==> src/rtl/fb_scan_reader.sv <==
// Framebuffer scan-out: pixel-scaled RAM addressing, palette lookup, sync re-alignment, frame-edge buffer swap.
// Optional `TEST_PATTERN_EN adds a test_mode input that replaces RAM data with 8 vertical colour bars.
module fb_scan_reader #(
  parameter int SCALE_LOG2  = 2,
  parameter int MEM_LATENCY = 2,
  parameter int IDX_W       = 4
) (
  input  logic                        vclock,
  input  logic                        reset,
  input  logic [10:0]                 hcount,
  input  logic [10:0]                 vcount,
  input  logic                        hsync,
  input  logic                        vsync,
  input  logic                        blank,
  output logic [2*(10-SCALE_LOG2):0]  mem_addr,
  input  logic [IDX_W-1:0]            mem_data,
  input  logic                        pal_we,
  input  logic [IDX_W-1:0]            pal_addr,
  input  logic [11:0]                 pal_data,
  input  logic                        swap_req,
  output logic                        swap_ack,
  output logic                        front_buf,
  output logic                        frame_start,
  output logic [15:0]                 frame_count,
`ifdef TEST_PATTERN_EN
  input  logic                        test_mode,
`endif
  output logic [11:0]                 rgb,
  output logic                        hsync_out,
  output logic                        vsync_out,
  output logic                        blank_out
);

  localparam int LAT  = MEM_LATENCY + 2;
  localparam int NPAL = 1 << IDX_W;

  logic [11:0]    palette_r [NPAL];
  logic [LAT-1:0] hs_d_r;
  logic [LAT-1:0] vs_d_r;
  logic [LAT-1:0] bl_d_r;
  logic           vsync_prev_r;
  logic           edge_s;
  logic [11:0]    pix_s;
  logic           unused_s;

  assign edge_s    = vsync_prev_r & ~vsync;
  assign hsync_out = hs_d_r[LAT-1];
  assign vsync_out = vs_d_r[LAT-1];
  assign blank_out = bl_d_r[LAT-1];
  assign unused_s  = ^{hcount[10], vcount[10], hcount[SCALE_LOG2-1:0], vcount[SCALE_LOG2-1:0]};

`ifdef TEST_PATTERN_EN
  logic [2:0] bar_d_r [LAT-1];

  // Bar index travels alongside the RAM pipeline so it lines up with the final stage.
  always_ff @(posedge vclock or posedge reset) begin
    if (reset) begin
      for (int j = 0; j < LAT - 1; j++) bar_d_r[j] <= 3'd0;
    end else begin
      bar_d_r[0] <= hcount[9:7];
      for (int j = 1; j < LAT - 1; j++) bar_d_r[j] <= bar_d_r[j-1];
    end
  end
`endif

  // Final-stage pixel select; blank always wins.
  always_comb begin
    pix_s = 12'h000;
    if (bl_d_r[LAT-2]) begin
      pix_s = 12'h000;
    end
`ifdef TEST_PATTERN_EN
    else if (test_mode) begin
      pix_s = {{4{bar_d_r[LAT-2][2]}}, {4{bar_d_r[LAT-2][1]}}, {4{bar_d_r[LAT-2][0]}}};
    end
`endif
    else begin
      pix_s = palette_r[mem_data];
    end
  end

  // Address stage, sync/blank delay lines and output pixel register.
  always_ff @(posedge vclock or posedge reset) begin
    if (reset) begin
      mem_addr <= '0;
      rgb      <= 12'h000;
      hs_d_r   <= {LAT{1'b1}};
      vs_d_r   <= {LAT{1'b1}};
      bl_d_r   <= {LAT{1'b1}};
    end else begin
      mem_addr <= {front_buf, vcount[9:SCALE_LOG2], hcount[9:SCALE_LOG2]};
      rgb      <= pix_s;
      hs_d_r   <= {hs_d_r[LAT-2:0], hsync};
      vs_d_r   <= {vs_d_r[LAT-2:0], vsync};
      bl_d_r   <= {bl_d_r[LAT-2:0], blank};
    end
  end

  // Palette registers: greyscale ramp on reset; writes land after the read in the same cycle.
  always_ff @(posedge vclock or posedge reset) begin
    if (reset) begin
      for (int i = 0; i < NPAL; i++) palette_r[i] <= {3{i[3:0]}};
    end else if (pal_we) begin
      palette_r[pal_addr] <= pal_data;
    end
  end

  // Frame edge detection, frame counter and buffer swap handshake.
  always_ff @(posedge vclock or posedge reset) begin
    if (reset) begin
      vsync_prev_r <= 1'b1;
      frame_start  <= 1'b0;
      swap_ack     <= 1'b0;
      front_buf    <= 1'b0;
      frame_count  <= 16'h0000;
    end else begin
      vsync_prev_r <= vsync;
      frame_start  <= edge_s;
      swap_ack     <= edge_s & swap_req;
      if (edge_s) begin
        frame_count <= frame_count + 16'd1;
        if (swap_req) front_buf <= ~front_buf;
      end
    end
  end

endmodule

==> config.mk <==
export PLATFORM = sky130hd
export DESIGN_NAME = fb_scan_reader
export DESIGN_NICKNAME = d
export VERILOG_FILES = /design/src/rtl/fb_scan_reader.sv
export SDC_FILE = /design/constraint.sdc
export NUM_CORES = 1
export LEC_CHECK = 0
export ABC_AREA = 1
export BUFFER_PORTS_ARGS = -buffer_cell sky130_fd_sc_hd__buf_2
export CORE_MARGIN = 4
export CORE_UTILIZATION = 60
export CTS_CLUSTER_SIZE = 28
export DETAILED_ROUTE_END_ITERATION = 8
export HOLD_SLACK_MARGIN = 0.06
export PLACE_DENSITY = 0.88
export SYNTH_ARGS = -nofsm -noshare
export SYNTH_HDL_FRONTEND = slang
export SYNTH_SLANG_ARGS = --single-unit
==> constraint.sdc <==
create_clock -name vclock -period 9.02 [get_ports vclock]
set_input_delay 0.451 -clock vclock [delete_from_list [all_inputs] [get_ports vclock]]
set_output_delay 0.451 -clock vclock [all_outputs]
set_load 0.02 [all_outputs]
==> results of run 1 <==
state kept, by name (all words and copies together) (netlist names):
register     flops
front_buf        1
swap_ack         1
rgb             12
mem_addr        17
bl_d_r           4
vs_d_r           4
palette_r      192
hs_d_r           4
frame_start      1
frame_count     16
layout by cell type (no fill, tap or decap), drive strengths merged:
cell         instances
a21oi               12
and3                 1
buf                 98
clkbuf              44
clkinv               3
dfrtp              144
dfstp              108
diode                2
dlygate4sd3         20
ha                   1
inv                147
nand2              481
nand3              128
nand3b               2
nand4                2
nor2                14
nor3                 6
o21ai              208
xnor2                5
xor2                 8
timing repair:
| action | CTS | global route |
|---|---|---|
| endpoints found under the hold margin | 60 | 0 |
| hold buffers | 20 | 0 |
| endpoints found under the setup margin | 0 | 0 |
power by group through the flow:
stage | logic, mW | registers [mW] | clock network, mW
after floorplan | 0.328 | 1.54 | 0
after global placement | 0.460 | 1.52 | 0
after detailed placement | 0.481 | 1.53 | 0
after CTS | 0.497 | 1.52 | 1.04
after global routing | 0.574 | 1.54 | 1.09
final | 0.500 | 1.52 | 1.02
final timing paths:
check	slack, ns	cells after the start	endpoint	start
max in group asynchronous	6.90	4	palette_r[86]	reset
hold reg to reg	0.35	0	vs_d_r[2]	vs_d_r[1]
setup reg to reg	7.21	9	frame_count[14]	vs_d_r[0]
hold / removal	0.17	3	swap_ack	swap_req
min in group asynchronous	0.56	3	mem_addr[11]	reset
setup / recovery	6.78	6	rgb[3]	mem_data[1]
stage by stage:
stage / setup WS (ns) / instance area, um^2
after floorplan: 1.82 / 11200
after global placement: 6.31 / 11600
after CTS: 6.88 / 12700
final: 6.78 / 12700
after global routing: 6.64 / 12700
after detailed placement: 6.33 / 11600
cell type report:
type,instances,area (um^2)
fill,1330,5480
sequential,252,6440
clock buffer,44,800
antenna,2,5.00
clock inverter,4,23.8
tap,229,287
inverter,146,556
timing repair buffer,118,706
multi-input combinational,868,3850
metal layers:
layer / global-route usage (%) / vias to the layer above / share of wire (%)
li1: - / 4354 / -
met1: 38.4 / 4393 / 41
met2: 42.4 / 545 / 45
met3: 8.90 / 77 / 12
met4: 9.43 / 6 / 2.8
met5: 0 / - / 0.14
worst register-to-register path, delay by kind of cell, from the launching register on:
family                 cells  cell delay, ns
buffers and inverters      1            0.13
and+or+nand+nor            8            1.06
DFF                        1            0.53
cells by family after synthesis:
logic type	share of synthesized area, %
and+or+nand+nor	23.4
buffers and inverters	8.05
AOI/OAI and AO/OA	9.84
adders and majority gates	0.112
xor gates and xnor gates	1.02
DFF	57.6
==> summary by stage, run 1 <==
Clock tree
The clock tree from TritonCTS is done. The clock sink count is 252. In this run the number of H-tree levels came out at 1. The root buffer cell chosen for the clock tree is sky130_fd_sc_hd__clkbuf_16. Clock-pin slew was measured on the worst setup and hold paths at 0.06 ns. The worst-skew pair later-pin latency is 0.53 ns. In this run the post-CTS setup repair buffer count came out at 0. The buffer depth of the longest clock path is 3.

Buffers inserted during clock tree synthesis total 26. The post-cts repair resize count is 0.

Final layout
The final core utilization is 69.8%. The net count of the finished layout is 1462. Relative to the synthesized area, the layout overhead comes to 13.2%. Of the cells placed in the final design, the portion with a size suffix greater than 1 is 17.9%.

Excluding fillers, the count of instances in the completed layout stands at 1663.

Logic synthesis
The share of the Yosys chip area taken by registers is 57.6%. The share of the synthesized area in the top cell type is 32.2%. The cell count after synthesis is 1349.

For this run, asynchronously set or reset flops after synthesis account for 100%. The mean post-synth cell area is 8.30 um^2. The cell area that synthesis handed to floorplanning was 11200 um^2. The synthesis-stage register bit count is 252.

Counting instances in the post-synthesis netlist gives the leading cell types as sky130_fd_sc_hd__nand2_1 (481), sky130_fd_sc_hd__o21ai_0 (205), sky130_fd_sc_hd__dfrtp_1 (144), sky130_fd_sc_hd__inv_1 (143), sky130_fd_sc_hd__nand3_1 (125). The number of nets handed over by synthesis was 1399. The most instantiated library cell after synthesis is sky130_fd_sc_hd__nand2_1. The number of warnings reported in the yosys synthesis log is 0. The netlist uses 26 different library cells. The largest total area in the synthesized netlist belongs to sky130_fd_sc_hd__dfrtp_1. The most frequently used flop master after synthesis is sky130_fd_sc_hd__dfrtp_1. The number of enable flip-flop cells after synthesis is 0. Ranked by total cell area, the synthesized netlist is headed by sky130_fd_sc_hd__dfrtp_1 (32%), sky130_fd_sc_hd__dfstp_2 (25%), sky130_fd_sc_hd__nand2_1 (16%).

STA
The number of failing hold endpoints at the final stage is 0. Setup repair after global routing left no endpoint under its margin. The final sum of negative setup slack is 0 ns. The worst path uses 24.9% of the clock period.

The actual slew at the worst max-slew pin is 1.07 ns. The minimum hold slack is 0.172 ns. The upper clock frequency limit is 446 MHz. The worst clock skew is 0.0169 ns.

After layout, the minimum clock period comes to 2.24 ns. The max-slew violation count came to 0. Measured against its own limit, the worst slew margin works out to 28.7%. The final setup violation count is 0.

Power
Combinational cells account for 16.4% of the total power. Registers are responsible for 50.0% of the overall power. In this run the power density over the cells is 240 nW/um^2.

The static leakage power is 6.19 nW. Cell internal power was estimated by the tool at 2.19 mW. After layout, the design draws a total of 3.04 mW. The worst vdd rail ir drop is 174 uV. Per report_power, the clock group accounts for 33.6% of the total. The switching power of the nets is 0.854 mW. The switching share of total power is 28.1%.

Global route
The initial antenna violation count is 4. The overall overflow remaining after global route is 0. The combined global-route utilization of all metal layers is 27.9%. The first global-routing pass estimated 46000 um of wire. The number of global-route vias before repair is 9063. Entering global routing, the biggest net connects 88 pins.

Critical path
The type of destination of the critical path is a flop. At the worst endpoint, the required time is 9.40 ns. In this design, the stage delay of the slowest critical-path cell is 0.77 ns.

The critical path is of the primary input to flop type. The cell occurring most often along the worst timing path is sky130_fd_sc_hd__nand3_1. Walking the worst path, the cells encountered are buf_2 > inv_2 > nand2_1 > nand3_1 > nand3_1 > a21oi_1. The maximum fanout along the worst path is 49. Among cell families on the critical path, the largest total delay comes from buffers and inverters.

The arrival time reported for the critical path endpoint is 2.62 ns. The critical path contains buffers and inverters numbering 2 combined. The worst setup path is launched from a primary input. The library cell contributing the largest single delay on the critical path is sky130_fd_sc_hd__buf_2.

Detailed routing
The routed wirelength normalized by instance count is 17.2 um. The post-detailed-route via-to-cell ratio is 5.64. Detailed routing inserted a total of 9375 vias.

The first detailed-routing pass took 6 iterations. The total length of routed wires is 28600 um. The post-detailed-route DRC marker count is 0. The post-detailed-route count of antenna-violating nets is 0. The number of DRC markers after the initial detailed-route iteration is 1036.

Place
Input and output buffers added on the ports amount to 93. Once placement completed, the tool counted placed cells totaling 1593. The detailed-placement wirelength estimate is 16700 um.

The congestion estimate from routability-driven global placement came to 0.839.

Outcome
The flow ran to the end, and the final reports show no timing, DRC or antenna violations.

Floorplanning
Pin placement for this block handled 100 I/O pins. The total die area is 20900 um^2. The initial cell density of the core is 61.7%. The count of standard-cell rows is 49.

The die is 145 um wide. The region available for standard cell placement spans 18100 um^2. The die is 145 um tall.

Worst hold path
The class of the tightest hold or removal check is primary input to flop.

Job
Across the run, the number of max-cap violations was 0.
(Power assumes the default switching activity.)
==> run 2, diff against run 1 <==
CORE_UTILIZATION = 54   (was 60)
PLACE_DENSITY = 0.84   (was 0.88)
clock period = 1.94 ns   (was 9.02 ns; I/O delays follow)
==> run 2 against run 1 <==
  * Global-route usage fell by 2.9 points
  * Hold slack worse by 0.080 ns
  * Register-to-register slack got worse by 7.0 ns
  * Critical path depth grew 1
  * Critical path type is now flop to flop
  * Design area up 4.1%
  * Setup slack got worse by 6.6 ns
  * Via count grew 1.1%
  * Final cell count up 4.6%
  * Power grew to 4.8 times the previous value
  * Die area rose by 10%
  * Sequential cell count unchanged
==> summary by stage, run 2 (synthesized netlist as in run 1, its figures left out) <==
Final layout
The multi-input combinational cells in the finished layout cover a total of 3850 um^2. The share of final-layout standard cells stronger than drive strength 1 is 19.5%. The total area of sequential cells is 6440 um^2.

The final cell area excluding filler cells is 13200 um^2. The register with the most flip-flops in the final layout is palette_r. After filler insertion, the fill cell instance count of the layout stands at 1593. The leading cell type in the layout, fill and taps excluded is sky130_fd_sc_hd__nand2_1. After the last flow step, the layout net total stands at 1498. In the final layout, the registers with the most flip-flops are palette_r (192), mem_addr (17), frame_count (16).

In the layout the commonest cells are sky130_fd_sc_hd__nand2_1 (481), sky130_fd_sc_hd__o21ai_0 (205), sky130_fd_sc_hd__dfrtp_1 (144). The register with the most flip-flops in the layout has 192 of them. The finished layout holds 1740 standard cells, fillers aside.

The area growth from synthesis to layout is 17.9%.

Detailed routing
Dividing the detail-routed wire length by the instance count gives 16.5 um. In the routed layout, each cell is associated on average with a via count of 5.45. The first detailed-routing pass ran for 6 iterations.

In this run the remaining antenna-violating nets after routing total 0. For this block, the via count after detailed routing is 9482. In the routed design, unresolved DRC markers number 0. The total length of routed wires is 28800 um. In this run, the number of DRC markers left after iteration 0 of detailed routing was 984.

Clock tree
Counting the buffers created by CTS gives 27. The post-CTS clock slew at the launch and capture registers of the worst setup and hold paths is 0.06 ns. The clock tree from TritonCTS is done. The master cell of the clock root buffer is sky130_fd_sc_hd__clkbuf_16. Clock tree synthesis found a total of 252 sinks. The later pin in the worst-skew pair is clocked with a latency of 0.54 ns.

The total number of H-tree levels is 1. In this run the deepest clock path goes through 3 buffers.

Critical path
The slowest stage of the critical path belongs to the cell sky130_fd_sc_hd__dfstp_2. The largest single stage delay on the critical path is 0.54 ns. The type of destination of the critical path is a flop.

The kind of critical path is flop to flop. In this run the worst path has a maximum fanout of 6. The signal on the critical path passes through nand2_1 > nor2_1 > nand2_1 > nor3_1 > nand2_1 > nand2_1 > nand2_1.

The critical path startpoint category is a flop. The cell occurring most often along the worst timing path is sky130_fd_sc_hd__nand2_1. The flop-to-flop setup slack is 0.16 ns. Data arrives at the worst endpoint at 2.19 ns. The endpoint required time on the critical path is 2.35 ns.

STA
Setup slack closes at 0.165 ns. The number of failing hold endpoints at the final stage is 0. The time the final worst path needs with I/O delays and setup is 1.78 ns. The max-slew violation count is 0. The actual slew at the worst max-slew pin is 0.565 ns. Setup repair after global routing left no endpoint under its margin. For the final database, setup skew stands at 0.0206 ns. In the final timing run, aggregate negative setup slack is 0 ns. The upper clock frequency limit is 563 MHz. The headroom to the max-slew limit is 62.3%.

The post-route fraction of the period consumed by the critical path is 91.5%. The final setup violation count is 0.

Power
The switching share of total power is 27.9%. Summed over all nets, the switching power comes to 4.10 mW. The proportion of power drawn by flip-flops and latches is 48.1%.

The fraction of power consumed by the clock network is 35.5%. The logic gate share of total power is 16.4%. In this run the power density over the cells is 1110 nW/um^2. The internal power is 10.6 mW. The worst-case IR drop observed on VDD is 910 uV.

The design draws 14.7 mW. The static leakage power is 6.42 nW.

Place
OpenSTA, run right after detailed placement, puts the worst setup slack at 0.202 ns. The global placer's final weighted congestion is 0.852. The cell count after placement is 1656. Once placement finished, the instance area stood at 11900 um^2. The detailed-placement wirelength estimate is 17200 um.

The port buffer count is 93.

Floorplanning
Measured along the y axis, the die boundary spans 152 um. From left edge to right edge, the die measures 152 um. The core region is 20300 um^2.

The die covers 23100 um^2. In this run the core area contains 52 standard-cell rows. Once the floorplan was initialized, standard cells occupied 55.1% of the core. The number of top-level pins is 100.

Global route
Entering global routing, the biggest net connects 113 pins. The number of global-route vias before repair came to 9088. Summed over all layers, the global routing overflow is 0. For this run, the total global-route usage over all layers was measured as 25.0%. The initial antenna violation count was 4. The first global-routing pass estimated 47800 um of wire.

Outcome
The flow ran to the end, and the final reports show no timing, DRC or antenna violations.

Job
The tool flagged a number of max-cap violations equal to 0.

Worst hold path
The class of the tightest hold or removal check is primary input to flop.
==> run 2: changes by cell type in the layout (fill, tap and decap cells not counted), sizes merged <==
| cell | delta |
|---|---|
| bufinv | +3 |
| inv | -1 |
| dlygate4sd3 | +13 |
| clkinvlp | +3 |
| buf | +22 |
| clkbuf | -7 |
| diode | -1 |
| clkinv | +4 |
==> run 2: final timing paths <==
path	from	endpoint	cells past startpoint
worst max-delay path	vs_d_r[0]	frame_count[15]	7
worst min-delay path	mem_data[3]	rgb[7]	4
worst max register to register	vs_d_r[0]	frame_count[15]	7
worst min register to register	bl_d_r[1]	bl_d_r[2]	0
max in group asynchronous	reset	palette_r[0]	4
min in group asynchronous	reset	palette_r[183]	3
==> run 2: worst max-delay path, delay by kind of cell, from the launching register on <==
family / cells / cell delay [ns]
flops: 1 / 0.54
simple gates: 7 / 1.12
==> run 2: metrics by stage <==
stage | utilization [%] | hold WS, ns
6_report | 65.0 | 0.0921
5_1_grt | 65.0 | 0.101
4_1_cts | 64.9 | 0.0727
3_5_place_dp | 58.8 | 0.137
3_3_place_gp | 58.8 | 0.127
2_1_floorplan | - | 0.101
==> run 2: layout make-up <==
cell class / instances / area share (%)
diodes: 1 / 0.0190
clock buffers: 37 / 5.79
clock inverters: 13 / 1.16
inverters: 146 / 4.18
multi-input cells: 868 / 29.2
flip-flops and latches: 252 / 48.8
well taps: 270 / 2.56
repair buffers: 153 / 8.25
==> run 2: routing by layer <==
metal | vias up | part of all wire (%) | GRT usage [%]
met5 | - | 0.15 | 0
met4 | 6 | 2.6 | 6.68
met3 | 68 | 11 | 6.31
met2 | 475 | 45 | 38.1
met1 | 4513 | 41 | 36.0
li1 | 4420 | - | -
==> run 2: repair_timing <==
item,4_1_cts,5_1_grt
setup buffers,0,0
hold endpoints to repair,217,0
endpoints found under the setup margin,0,1
gates resized for setup,0,1
hold buffers,33,0
==> run 2: power groups by stage <==
stage | clock network [mW] | registers [mW] | logic [mW]
global placement | 0 | 7.05 | 2.20
detailed placement | 0 | 7.11 | 2.31
global route | 5.55 | 7.16 | 2.78
CTS | 5.30 | 7.04 | 2.40
floorplan | 0 | 7.15 | 1.53
finish | 5.22 | 7.06 | 2.41
